**src/rtl/recorder_controller_if.sv**
```systemverilog
// Voice recorder control bus: button pulses, sample strobe,
// sample-memory strobes/address and status flags.
interface recorder_controller_if #(
    parameter int ADDR_W = 16
);
    logic              rec_pulse;
    logic              play_pulse;
    logic              stop_pulse;
    logic              sample_tick;
    logic [ADDR_W-1:0] mem_addr;
    logic              mem_we;
    logic              mem_re;
    logic              recording;
    logic              playing;
    logic [ADDR_W:0]   rec_len;
    logic              done;

    modport master (
        input  rec_pulse, play_pulse, stop_pulse, sample_tick,
        output mem_addr, mem_we, mem_re, recording, playing,
        output rec_len, done
    );

    modport slave (
        output rec_pulse, play_pulse, stop_pulse, sample_tick,
        input  mem_addr, mem_we, mem_re, recording, playing,
        input  rec_len, done
    );
endinterface

```
**src/rtl/recorder_controller.sv**
```systemverilog
// Record/playback sequencer: turns button pulses and sample ticks
// into sample-memory address and write/read strobes.
module recorder_controller #(
    parameter int ADDR_W   = 16,
    parameter int MAX_ADDR = 2**ADDR_W - 1
) (
    input  logic                   clk,
    input  logic                   rst_n,
    recorder_controller_if.master  bus
);
    typedef enum logic [1:0] {IDLE, REC, PLAY} state_t;

    localparam logic [ADDR_W-1:0] LAST = ADDR_W'(MAX_ADDR);

    state_t            state_q, state_d;
    logic [ADDR_W-1:0] addr_q, addr_d;
    logic [ADDR_W:0]   len_q, len_d;
    logic              we_q, we_d;
    logic              re_q, re_d;
    logic              done_q, done_d;
    logic              btn;
    logic              tick_ok;

    // Any button press this cycle swallows a coincident tick.
    assign btn     = bus.rec_pulse | bus.play_pulse | bus.stop_pulse;
    assign tick_ok = bus.sample_tick & ~btn;

    // Next state: a strobe issued last cycle always retires first,
    // then buttons (stop > rec > play) and ticks are applied.
    always_comb begin
        state_d = state_q;
        addr_d  = addr_q;
        len_d   = len_q;
        we_d    = 1'b0;
        re_d    = 1'b0;
        done_d  = 1'b0;
        if (we_q || re_q) begin
            addr_d = addr_q + 1'b1;
        end
        if (we_q) begin
            len_d = len_q + 1'b1;
        end
        if (bus.stop_pulse) begin
            state_d = IDLE;
            addr_d  = '0;
        end else begin
            unique case (state_q)
                IDLE: begin
                    if (bus.rec_pulse) begin
                        state_d = REC;
                        addr_d  = '0;
                        len_d   = '0;
                    end else if (bus.play_pulse && len_q != '0) begin
                        state_d = PLAY;
                        addr_d  = '0;
                    end
                end
                REC: begin
                    if (done_q) begin
                        state_d = IDLE;
                        addr_d  = '0;
                    end else if (tick_ok) begin
                        we_d   = 1'b1;
                        done_d = (addr_d == LAST);
                    end
                end
                PLAY: begin
                    if (bus.rec_pulse) begin
                        state_d = REC;
                        addr_d  = '0;
                        len_d   = '0;
                    end else if (done_q) begin
                        state_d = IDLE;
                        addr_d  = '0;
                    end else if (tick_ok) begin
                        re_d   = 1'b1;
                        done_d = ({1'b0, addr_d} == len_q - 1'b1);
                    end
                end
                default: begin
                    state_d = IDLE;
                    addr_d  = '0;
                end
            endcase
        end
    end

    // State and output registers; reset drops any take in progress.
    always_ff @(posedge clk or negedge rst_n) begin
        if (!rst_n) begin
            state_q <= IDLE;
            addr_q  <= '0;
            len_q   <= '0;
            we_q    <= 1'b0;
            re_q    <= 1'b0;
            done_q  <= 1'b0;
        end else begin
            state_q <= state_d;
            addr_q  <= addr_d;
            len_q   <= len_d;
            we_q    <= we_d;
            re_q    <= re_d;
            done_q  <= done_d;
        end
    end

    assign bus.mem_addr  = addr_q;
    assign bus.mem_we    = we_q;
    assign bus.mem_re    = re_q;
    assign bus.rec_len   = len_q;
    assign bus.done      = done_q;
    assign bus.recording = (state_q == REC);
    assign bus.playing   = (state_q == PLAY);
endmodule

```
**src/flat_wrapper.sv**
```systemverilog
// flat-port wrapper written by rule: the top's interface ports become plain ports
module recorder_controller_flat 
#(
    parameter int ADDR_W   = 16,
    parameter int MAX_ADDR = 2**ADDR_W - 1
)
  (clk, rst_n, bus_rec_pulse, bus_play_pulse, bus_stop_pulse, bus_sample_tick, bus_mem_addr, bus_mem_we, bus_mem_re, bus_recording, bus_playing, bus_rec_len, bus_done);
  recorder_controller_if #(.ADDR_W(ADDR_W)) bus_i ();
  input  logic clk;
  input  logic rst_n;
  input wire logic [$bits(bus_i.rec_pulse)-1:0] bus_rec_pulse;
  input wire logic [$bits(bus_i.play_pulse)-1:0] bus_play_pulse;
  input wire logic [$bits(bus_i.stop_pulse)-1:0] bus_stop_pulse;
  input wire logic [$bits(bus_i.sample_tick)-1:0] bus_sample_tick;
  output wire logic [$bits(bus_i.mem_addr)-1:0] bus_mem_addr;
  output wire logic [$bits(bus_i.mem_we)-1:0] bus_mem_we;
  output wire logic [$bits(bus_i.mem_re)-1:0] bus_mem_re;
  output wire logic [$bits(bus_i.recording)-1:0] bus_recording;
  output wire logic [$bits(bus_i.playing)-1:0] bus_playing;
  output wire logic [$bits(bus_i.rec_len)-1:0] bus_rec_len;
  output wire logic [$bits(bus_i.done)-1:0] bus_done;
  assign bus_i.rec_pulse = bus_rec_pulse;
  assign bus_i.play_pulse = bus_play_pulse;
  assign bus_i.stop_pulse = bus_stop_pulse;
  assign bus_i.sample_tick = bus_sample_tick;
  assign bus_mem_addr = bus_i.mem_addr;
  assign bus_mem_we = bus_i.mem_we;
  assign bus_mem_re = bus_i.mem_re;
  assign bus_recording = bus_i.recording;
  assign bus_playing = bus_i.playing;
  assign bus_rec_len = bus_i.rec_len;
  assign bus_done = bus_i.done;
  recorder_controller #(.ADDR_W(ADDR_W), .MAX_ADDR(MAX_ADDR)) u_core (.clk(clk), .rst_n(rst_n), .bus(bus_i));
endmodule
```
**config.mk**
```make
export PLATFORM = sky130hd
export DESIGN_NAME = recorder_controller_flat
export DESIGN_NICKNAME = d
export VERILOG_FILES = /design/src/rtl/recorder_controller_if.sv /design/src/rtl/recorder_controller.sv /design/src/flat_wrapper.sv
export SDC_FILE = /design/constraint.sdc
export NUM_CORES = 1
export LEC_CHECK = 0
export CAP_MARGIN = 20
export CORE_ASPECT_RATIO = 0.5
export CORE_UTILIZATION = 49
export CTS_BUF_LIST = sky130_fd_sc_hd__clkbuf_4
export DETAILED_ROUTE_END_ITERATION = 16
export PLACE_DENSITY_LB_ADDON = 0.25
export SYNTH_ARGS = -nofsm -noshare
export SYNTH_HDL_FRONTEND = slang
export SYNTH_SLANG_ARGS = --single-unit
```
**constraint.sdc**
```tcl
create_clock -name clk -period 6.2 [get_ports clk]
set_input_delay 1.86 -clock clk [delete_from_list [all_inputs] [get_ports clk]]
set_output_delay 1.86 -clock clk [all_outputs]
set_load 0.01 [all_outputs]
```
==> impl_metrics.toml <==
[run_status]
outcome = "completed"

[sta]
timing.setup.tns_ps = 0
fin_worst_skew_ps = 11.0
timing.fmax_mhz = 263
final.period_utilization_pct = 61.4
max_slew.worst_pin.slew_ps = 865
finalMaxSlewViolations = 0
finalHoldViolCount = 0
rsz0062_at_grt = "no"
period_minus_slack_ps = 3810
final_setup_violations = 0
final.hold.worst_slack_ps = 604
maxSlewHeadroom_pct = 42.4

[cells_and_area]
flow.area_growth_from_synthesis_pct = 19.4
final_cell_count_no_fill = 394
finish.net_count = 337
fin_area_mm2 = 0.00312
num_antenna_cells = 0
drive_gt1_share_pct = 5.86

[logic_synthesis]
syn-cell-area_mm2 = 0.00262
synth_fp_nets = 299
synth_cells = 285
synth_enable_flop_cells = 0
synth-seq-cells = 38
share_of_synthesized_area_occupied_by_flip_flops_and_latches_pct = 36.3
synth_cell_types = 45
synth_top_flop_cell = "dfrtp_1"
share_of_flip_flops_with_an_asynchronous_set_or_reset_after_synthesis_pct = 100
yosysWarnings = 0
synth_area_per_cell_um2 = 9.18

[detailed_routing]
drt.antenna.violating_nets = 0
total_length_of_routed_wires_um = 6170
route.vias.total = 2248
drt-pass1-iter-count = 4
initialDrtViolationCount = 178
drc = 0
avgRoutedWirePerCell_um = 15.6
vias_per_cell = 5.71

[power_and_ir_drop]
cellLeakagePower_nw = 1.24
maximum_vdd_ir_drop_mv = 0.0764
cellPowerDensity_mw_per_mm2 = 155

[worst_setup_path]
regToRegSetupSlack_ps = 3420
crit_path_start_kind = "input pin"
cp_slowest_cell = "or4b_2"
reg2reg_from = "u_core.bus.mem_we$_DFF_PN0_"
ff2ff_path_depth = 7
timing.critical_path.to_type = "flop"
critPathMaxStageDelay_ps = 670
max_fo_critical_path = 5
critical_path_class = "input pin to flop"
regToRegEndpoint = "u_core.bus.done$_DFF_PN0_"
worst_ep_required_time_ps = 6480
crit_start = "bus_stop_pulse"
critical_path_arrival_ps = 4090
wp_buf_inv = 1
worstPathCellList = "clkdlybuf4s50_1 > or4b_2 > nor3b_1 > nand4_1 > or4_1 > o22ai_2"
path_delay_family = "simple AND/OR/NAND/NOR gates"

[placed_design]
place.detailed.instances = 386
place.detailed.hpwl_um = 4620
place_congestion = 0.878
port-buffer-count = 43
cell_area_reported_after_detailed_placement_mm2 = 0.00308

[floorplanning]
floorplan.initialDensity_pct = 52.1
die_h_um = 53.7
boundaryPins = 44
core-area_mm2 = 0.00502
die-width_um = 105
rows = 18
floorplan.die_area_mm2 = 0.00565

[grt]
grt_first_pass_wirelength_um = 9890
grt_usage_pct = 23.0
via_count_of_the_first_global_routing_pass = 2101
number_of_antenna_violations_at_the_first_check_in_global_routing = 0
gr-total-overflow = 0
grt_max_degree = 39

[worst_hold_path]
worst_hold_path.endpoint = "u_core.bus.mem_addr[15]$_DFF_PN0_"
hp-start = "u_core.bus.mem_addr[15]$_DFF_PN0_"
timing.hold.worst_path_depth = 2
min-delay-path-class = "flop to flop"

[job]
max-cap-violations = 0

[clock_network]
cts_buffer_depth = 2
cts_buffers = 5
tritoncts = "yes"
cts-htree-levels = 2
cts_post_setup_buffers_inserted = 0
clk_root_buffer_cell = "clkbuf_4"
cts.sink_count = 38
holdBufCountCts = 0
clk_pin_slew_worst_setup_hold_paths_ps = 120
worst_skew_pair.late_latency_ps = 350
resized_gates_after_cts = 0
-- power breakdown --
| group | switching [W] | internal (W) |
|---|---|---|
| Combinational | 0.0000594 | 0.0000429 |
| Sequential | 0.00000711 | 0.000251 |
| Clock | 0.0000817 | 0.0000405 |
| Total | 0.000148 | 0.000335 |
-- synthesized netlist by cell type, types with 2 or more instances --
library cell | n | area, um^2
a21oi_1 | 6 | 30.0
a2bb2oi_1 | 2 | 17.5
and2_1 | 3 | 18.8
and3_1 | 3 | 18.8
and4_1 | 2 | 17.5
clkbuf_1 | 10 | 37.5
dfrtp_1 | 38 | 951
ha_1 | 8 | 100
inv_1 | 9 | 33.8
mux2i_1 | 6 | 60.1
nand2_1 | 17 | 63.8
nand3_1 | 10 | 50.1
nand3_4 | 2 | 35.0
nand4_1 | 8 | 50.1
nor2_1 | 46 | 173
nor3_1 | 8 | 40.0
nor3b_1 | 4 | 30.0
nor4_1 | 8 | 50.1
nor4_2 | 2 | 25.0
nor4b_1 | 2 | 17.5
o2111ai_1 | 2 | 17.5
o21ai_0 | 8 | 40.0
or3_1 | 6 | 37.5
or4_1 | 4 | 30.0
xnor2_1 | 34 | 298
xor2_1 | 18 | 158
-- layout by cell type (no fill, tap or decap), drive strengths merged, types with 9 or more instances in the layout --
cell           netlist  final
clkdlybuf4s50        0     42
dfrtp               38     38
inv                  9      9
nand2               17     17
nand3               12     12
nor2                46     46
nor4                11     11
o21ai                9      9
xnor2               34     34
xor2                18     18
-- how the worst max path moves through the flow --
stage | end | slack (ps) | depth (start not counted)
global placement | u_core.bus.done$_DFF_PN0_ | 2180 | 6
detailed placement | u_core.bus.done$_DFF_PN0_ | 2050 | 6
global route | u_core.bus.done$_DFF_PN0_ | 2320 | 6
floorplan | u_core.bus.done$_DFF_PN0_ | 2710 | 5
finish | u_core.bus.done$_DFF_PN0_ | 2390 | 6
CTS | u_core.bus.done$_DFF_PN0_ | 2420 | 6
-- kinds of logic after synthesis --
group | after synthesis | share of synthesized area [%]
compound gates | 25 | 7.27
xor+xnor | 53 | 18.3
fa+ha+maj | 8 | 3.83
buf+inv | 22 | 3.63
flops | 38 | 36.3
mux | 6 | 2.30
simple gates | 133 | 28.4
-- layer usage --
layer / GRT usage (%) / wire [um] / share of wire [%]
met4: 5.87 / 27 / 0.44
met3: 4.72 / 284 / 4.6
met1: 30.5 / 3030 / 49
met5: 0 / 0 / 0
met2: 39.4 / 2830 / 46
-- final cells by class --
type	count	area (um^2)
tap	70	87.6
fill	423	1900
clock inverter	3	11.3
timing repair buffer	44	433
multi-input combinational	225	1570
sequential	38	951
inverter	9	33.8
clock buffer	5	37.5
-- flip-flops by register name, indices dropped and copies added, names as in the netlist --
signal               flops
u_core.state_q           2
u_core.bus.done          1
u_core.bus.mem_we        1
u_core.bus.mem_addr     16
u_core.bus.rec_len      17
u_core.bus.mem_re        1
-- stage by stage --
stage / total power [W] / worst slack [ps] / util [%]
2_1_floorplan: 0.000332 / 2710 / -
3_3_place_gp: 0.000360 / 2180 / 61.2
3_5_place_dp: 0.000364 / 2050 / 61.2
4_1_cts: 0.000486 / 2420 / 62.2
5_1_grt: 0.000511 / 2320 / 62.2
6_report: 0.000483 / 2390 / 62.2
-- worst register-to-register path: stages (launching register included) --
cell	delay [ps]
dfrtp_1	560
nor2_1	650
nor4b_2	130
xnor2_1	280
or3_1	430
a2111oi_2	360
nand4_1	170
o22ai_2	130
(Power assumes the default switching activity.)
